<file path="src/rtl/low_pass_divider.sv">
// Fully pipelined unsigned 24/8 restoring divider, one result per cycle, fixed
// 26-cycle latency, no back-pressure. Output word is {quotient, remainder}.
module low_pass_divider (
    input  logic        aclk,
    input  logic        rst_i,
    input  logic        s_axis_divisor_tvalid,
    input  logic [7:0]  s_axis_divisor_tdata,
    input  logic        s_axis_dividend_tvalid,
    input  logic [23:0] s_axis_dividend_tdata,
    output logic        m_axis_dout_tvalid,
    output logic [31:0] m_axis_dout_tdata
);
    localparam int DIVIDEND_WIDTH = 24;
    localparam int DIVISOR_WIDTH  = 8;
    localparam int STAGES         = DIVIDEND_WIDTH;

    // Index 0 is the input register; index k holds the state after k quotient bits.
    // The dividend register shifts quotient bits in at the LSB as dividend bits leave the MSB.
    logic                      vld_q [0:STAGES] = '{default: 1'b0};
    logic [DIVIDEND_WIDTH-1:0] dvd_q [0:STAGES] = '{default: '0};
    logic [DIVISOR_WIDTH-1:0]  dsr_q [0:STAGES] = '{default: '0};
    logic [DIVISOR_WIDTH-1:0]  rem_q [0:STAGES] = '{default: '0};

    logic                      fix_vld_q  = 1'b0;
    logic [31:0]               fix_data_q = '0;
    logic                      out_vld_q  = 1'b0;
    logic [31:0]               out_data_q = '0;

    logic                      take_d     [0:STAGES-1];
    logic [DIVISOR_WIDTH-1:0]  rem_d      [0:STAGES-1];
    logic [DIVISOR_WIDTH:0]    trial      [0:STAGES-1];
    logic [31:0]               fix_data_d;

    always_comb begin
        for (int k = 0; k < STAGES; k++) begin
            // Partial remainder is one bit wider than the divisor so the trial cannot overflow.
            trial[k]  = {rem_q[k], dvd_q[k][DIVIDEND_WIDTH-1]};
            take_d[k] = (trial[k] >= {1'b0, dsr_q[k]});
            rem_d[k]  = take_d[k] ? DIVISOR_WIDTH'(trial[k] - {1'b0, dsr_q[k]})
                                  : trial[k][DIVISOR_WIDTH-1:0];
        end
    end

    // A zero divisor yields all-ones quotient naturally, but the remainder is forced to zero.
    always_comb begin
        fix_data_d = {dvd_q[STAGES], rem_q[STAGES]};
        if (dsr_q[STAGES] == '0) begin
            fix_data_d = {{DIVIDEND_WIDTH{1'b1}}, {DIVISOR_WIDTH{1'b0}}};
        end
    end

    always_ff @(posedge aclk) begin
        if (rst_i) begin
            for (int k = 0; k <= STAGES; k++) begin
                vld_q[k] <= 1'b0;
            end
            fix_vld_q  <= 1'b0;
            out_vld_q  <= 1'b0;
            out_data_q <= '0;
        end else begin
            vld_q[0] <= s_axis_divisor_tvalid & s_axis_dividend_tvalid;
            dvd_q[0] <= s_axis_dividend_tdata;
            dsr_q[0] <= s_axis_divisor_tdata;
            rem_q[0] <= '0;
            for (int k = 0; k < STAGES; k++) begin
                vld_q[k+1] <= vld_q[k];
                dsr_q[k+1] <= dsr_q[k];
                rem_q[k+1] <= rem_d[k];
                dvd_q[k+1] <= {dvd_q[k][DIVIDEND_WIDTH-2:0], take_d[k]};
            end
            fix_vld_q  <= vld_q[STAGES];
            fix_data_q <= fix_data_d;
            out_vld_q  <= fix_vld_q;
            if (fix_vld_q) begin
                out_data_q <= fix_data_q;
            end
        end
    end

    assign m_axis_dout_tvalid = out_vld_q;
    assign m_axis_dout_tdata  = out_data_q;

endmodule

</file>
<file path="config.mk">
export PLATFORM = sky130hd
export DESIGN_NAME = low_pass_divider
export DESIGN_NICKNAME = d
export VERILOG_FILES = /design/src/rtl/low_pass_divider.sv
export SDC_FILE = /design/constraint.sdc
export NUM_CORES = 2
export LEC_CHECK = 0
export ABC_AREA = 1
export BUFFER_PORTS_ARGS = -buffer_cell sky130_fd_sc_hd__buf_4
export CAP_MARGIN = 20
export CORE_MARGIN = 1.5
export CORE_UTILIZATION = 60
export CTS_BUF_LIST = sky130_fd_sc_hd__clkbuf_4
export DETAILED_ROUTE_END_ITERATION = 6
export HOLD_SLACK_MARGIN = 0.15
export PLACE_DENSITY_LB_ADDON = 0.15
export SKIP_CTS_REPAIR_TIMING = 1
export SYNTH_ARGS = -nofsm -noshare
export SYNTH_HDL_FRONTEND = slang
export SYNTH_SLANG_ARGS = --single-unit
</file>
<file path="constraint.sdc">
create_clock -name aclk -period 38.9 [get_ports aclk]
set_input_delay 1.945 -clock aclk [delete_from_list [all_inputs] [get_ports aclk]]
set_output_delay 1.945 -clock aclk [all_outputs]
set_load 0.02 [all_outputs]
</file>
==> results.ini <==
[outcome]
status=completed

[route]
dr.first_iter.drc_count=1560
vias=26700
dr.pass1.iters=7
via_per_inst=5.02
ant_nets=0
wirelength_um=75400
routedWlPerCell_um=14.2
route.detailed.drc=0

[placed_design]
dpl-instance-area_um2=47600
dp_cells=4856
hpwlAfterDp_um=49800
portBuffers=68
gp_congestion=0.855

[critical_path]
worst-path-max-fanout=138
critPathRequiredTime_ns=39.54
cp.arrival_ns=6.53
crit_path_frequent_cell=buf_4
timing.critical_path.max_delay_family=buffers and inverters
critPathMaxStageDelay_ns=0.94
critPathKind=input pin to flip-flop
cp-start-kind=input pin
crit_chain=buf_4, inv_8, buf_4, buf_4, buf_4, buf_4
cp.buffers_inverters=6
end_kind=flip-flop
cp_slowest_cell=buf_4
r2r_slack_ns=36.74

[clock_network]
cts_max_level=5
clk_latency_ns=1.09
cts_buffers=288
cts_tree=built
clock_sinks=1083
clock_path_buffers=4
root_buffer=clkbuf_4
clk_pin_slew_ns=0.06

[layout]
fin_nets=4414
seqCellArea_um2=31900
fillers=5708
fin_area_um2=50900
fin_cells=5321
multi_input_area_um2=11600
area_delta_synth_final_pct=11.0
utilization_pct=67.2
layout-drive-gt1-share_pct=13.7

[floorplan]
dieArea_um2=78100
ios=69
fp.dieW_um=280
initial_utilization_pct=60.5
num_rows=101
core_area_um2=75800
fp.dieH_um=280

[flow_run]
max-cap-violations=0

[logic_synthesis]
synthFlopType=edfxtp_1
synth_fp_nets=4063
synth-edff-count=1024
yosys.area.top_type=edfxtp_1
yosys_warnings=0
netlist.area_leader.share_pct=67.0
ys_seq_area_share_pct=69.6
syn_area_um2=45900
async_flop_share_pct=0
netlist_top_cells_area=edfxtp_1 67%, nand2_1 8.1%, ha_1 5.1%
syn_area_per_cell_um2=12.0
synth_seq_cells=1083
yosysUniqueCellTypes=39
synth_cells=3818

[power]
leakagePower_nw=22.3
power_density_nw_per_um2=66.5
ir_drop_uv=37.3

[sta]
max_freq_mhz=170
grt_setup_unrepaired=no
fin_crit_ns=5.89
whs_ns=0.359
setup-tns-final_ns=0
slew_viol_final=0
slew_headroom_pct=30.3
finalHoldViolCount=0
period_share_pct=15.1
worst_pin_slew_ns=1.05
finClkSkew_ns=0.0994
setup_violations=0

[global_routing]
grt_pass1_vias=26200
grt_use_total_pct=19.8
antenna_found_initial=2
grt_remaining_overflow=0
grt_max_degree=139
grt_pass1_wl_um=124000

[worst_hold_path]
min_path_type=flip-flop to flip-flop

[layout by cell type (no fill, tap or decap), drive strengths merged, types with 33 or more instances in the layout]
master     n
nand2   1037
edfxtp  1024
inv      600
clkbuf   392
nand3    337
nor2     220
ha       186
a21oi     87
buf       83
clkinv    60
dfxtp     59
nand4     45
xor2      42
or2       35
o21ai     33
[layout make-up]
cell class / instances / share of cell area (%)
diodes: 6 / 0.0295
clock buffers: 392 / 5.78
clock inverters: 66 / 0.676
inverters: 597 / 4.42
multi-input cells: 2116 / 22.7
flip-flops and latches: 1083 / 62.7
well taps: 978 / 2.40
repair buffers: 83 / 1.26
[path summary, 6_finish.rpt]
kind / start / end / cells past startpoint
min reg2reg: dvd_q[15][4]$_DFFE_PN_ / dvd_q[16][5]$_DFFE_PN_ / 0
max: rst_i / rem_q[4][5]$_DFFE_PN_ / 6
min: dvd_q[15][4]$_DFFE_PN_ / dvd_q[16][5]$_DFFE_PN_ / 0
max reg2reg: rem_q[12][5]$_DFFE_PN_ / rem_q[13][5]$_DFFE_PN_ / 9
[power breakdown]
part | internal, W | switching (W) | total (W)
sequential | 0.00150 | 0.0000842 | 0.00158
clock | 0.000482 | 0.000421 | 0.000903
combinational | 0.000325 | 0.000575 | 0.000900
[Yosys cell counts, types with 6 or more instances]
library cell / instances
edfxtp_1: 1024
nand2_1: 987
inv_1: 593
nand3_1: 337
nor2_1: 208
ha_1: 186
a21oi_1: 75
dfxtp_1: 59
nand4_1: 44
xor2_1: 42
o21ai_0: 32
xnor2_1: 28
or2_2: 26
nand2_2: 24
fa_1: 23
nand2_4: 20
nor3_1: 19
nor2_2: 12
a21oi_2: 11
clkbuf_1: 11
nand3b_1: 10
and2_1: 6
buf_6: 6
nand2_8: 6
or2_0: 6
[per-stage QoR]
stage	setup slack [ns]	power (W)
after detailed placement	31.84	0.00250
after floorplan	6.06	0.00235
after CTS	33.01	0.00343
final	33.01	0.00339
after global placement	31.96	0.00249
after global routing	32.63	0.00364
[per-layer routing]
layer	share of wire, %	GRT usage [%]	wire (um)
met1	44	25.2	33300
met3	4.0	4.07	2990
met5	0	0	0
met2	49	32.5	36600
met4	3.3	9.62	2470
[worst reg2reg max path: stages, from the launching register on]
cell and delay, ns:
edfxtp_1 0.42, ha_1 0.39, nand2_1 0.09, nand2_1 0.08
nand2_1 0.07, nand2_1 0.06, a21oi_2 0.40, nand2_4 0.16
nand2_1 0.14, nand2_1 0.07
[cells by family (layout without fill, tap and decap cells)]
family	after synthesis	count (layout)	share of synthesized area (%)
other	0	6	0
AO/OA/AOI/OAI	123	123	1.47
XOR/XNOR	70	70	1.34
flip-flops	1083	1083	69.6
AND/OR/NAND/NOR	1714	1714	16.3
buffers and inverters	619	1138	5.17
adder cells (fa/ha/maj)	209	209	6.08
[flip-flops by register name, summed over array words and instances, names as in the netlist]
| register | flops |
|---|---|
| dsr_q | 200 |
| dvd_q | 600 |
| fix_data_q | 32 |
| fix_vld_q | 1 |
| m_axis_dout_tdata | 32 |
| m_axis_dout_tvalid | 1 |
| rem_q | 192 |
| vld_q | 25 |
(Power assumes the default switching activity.)
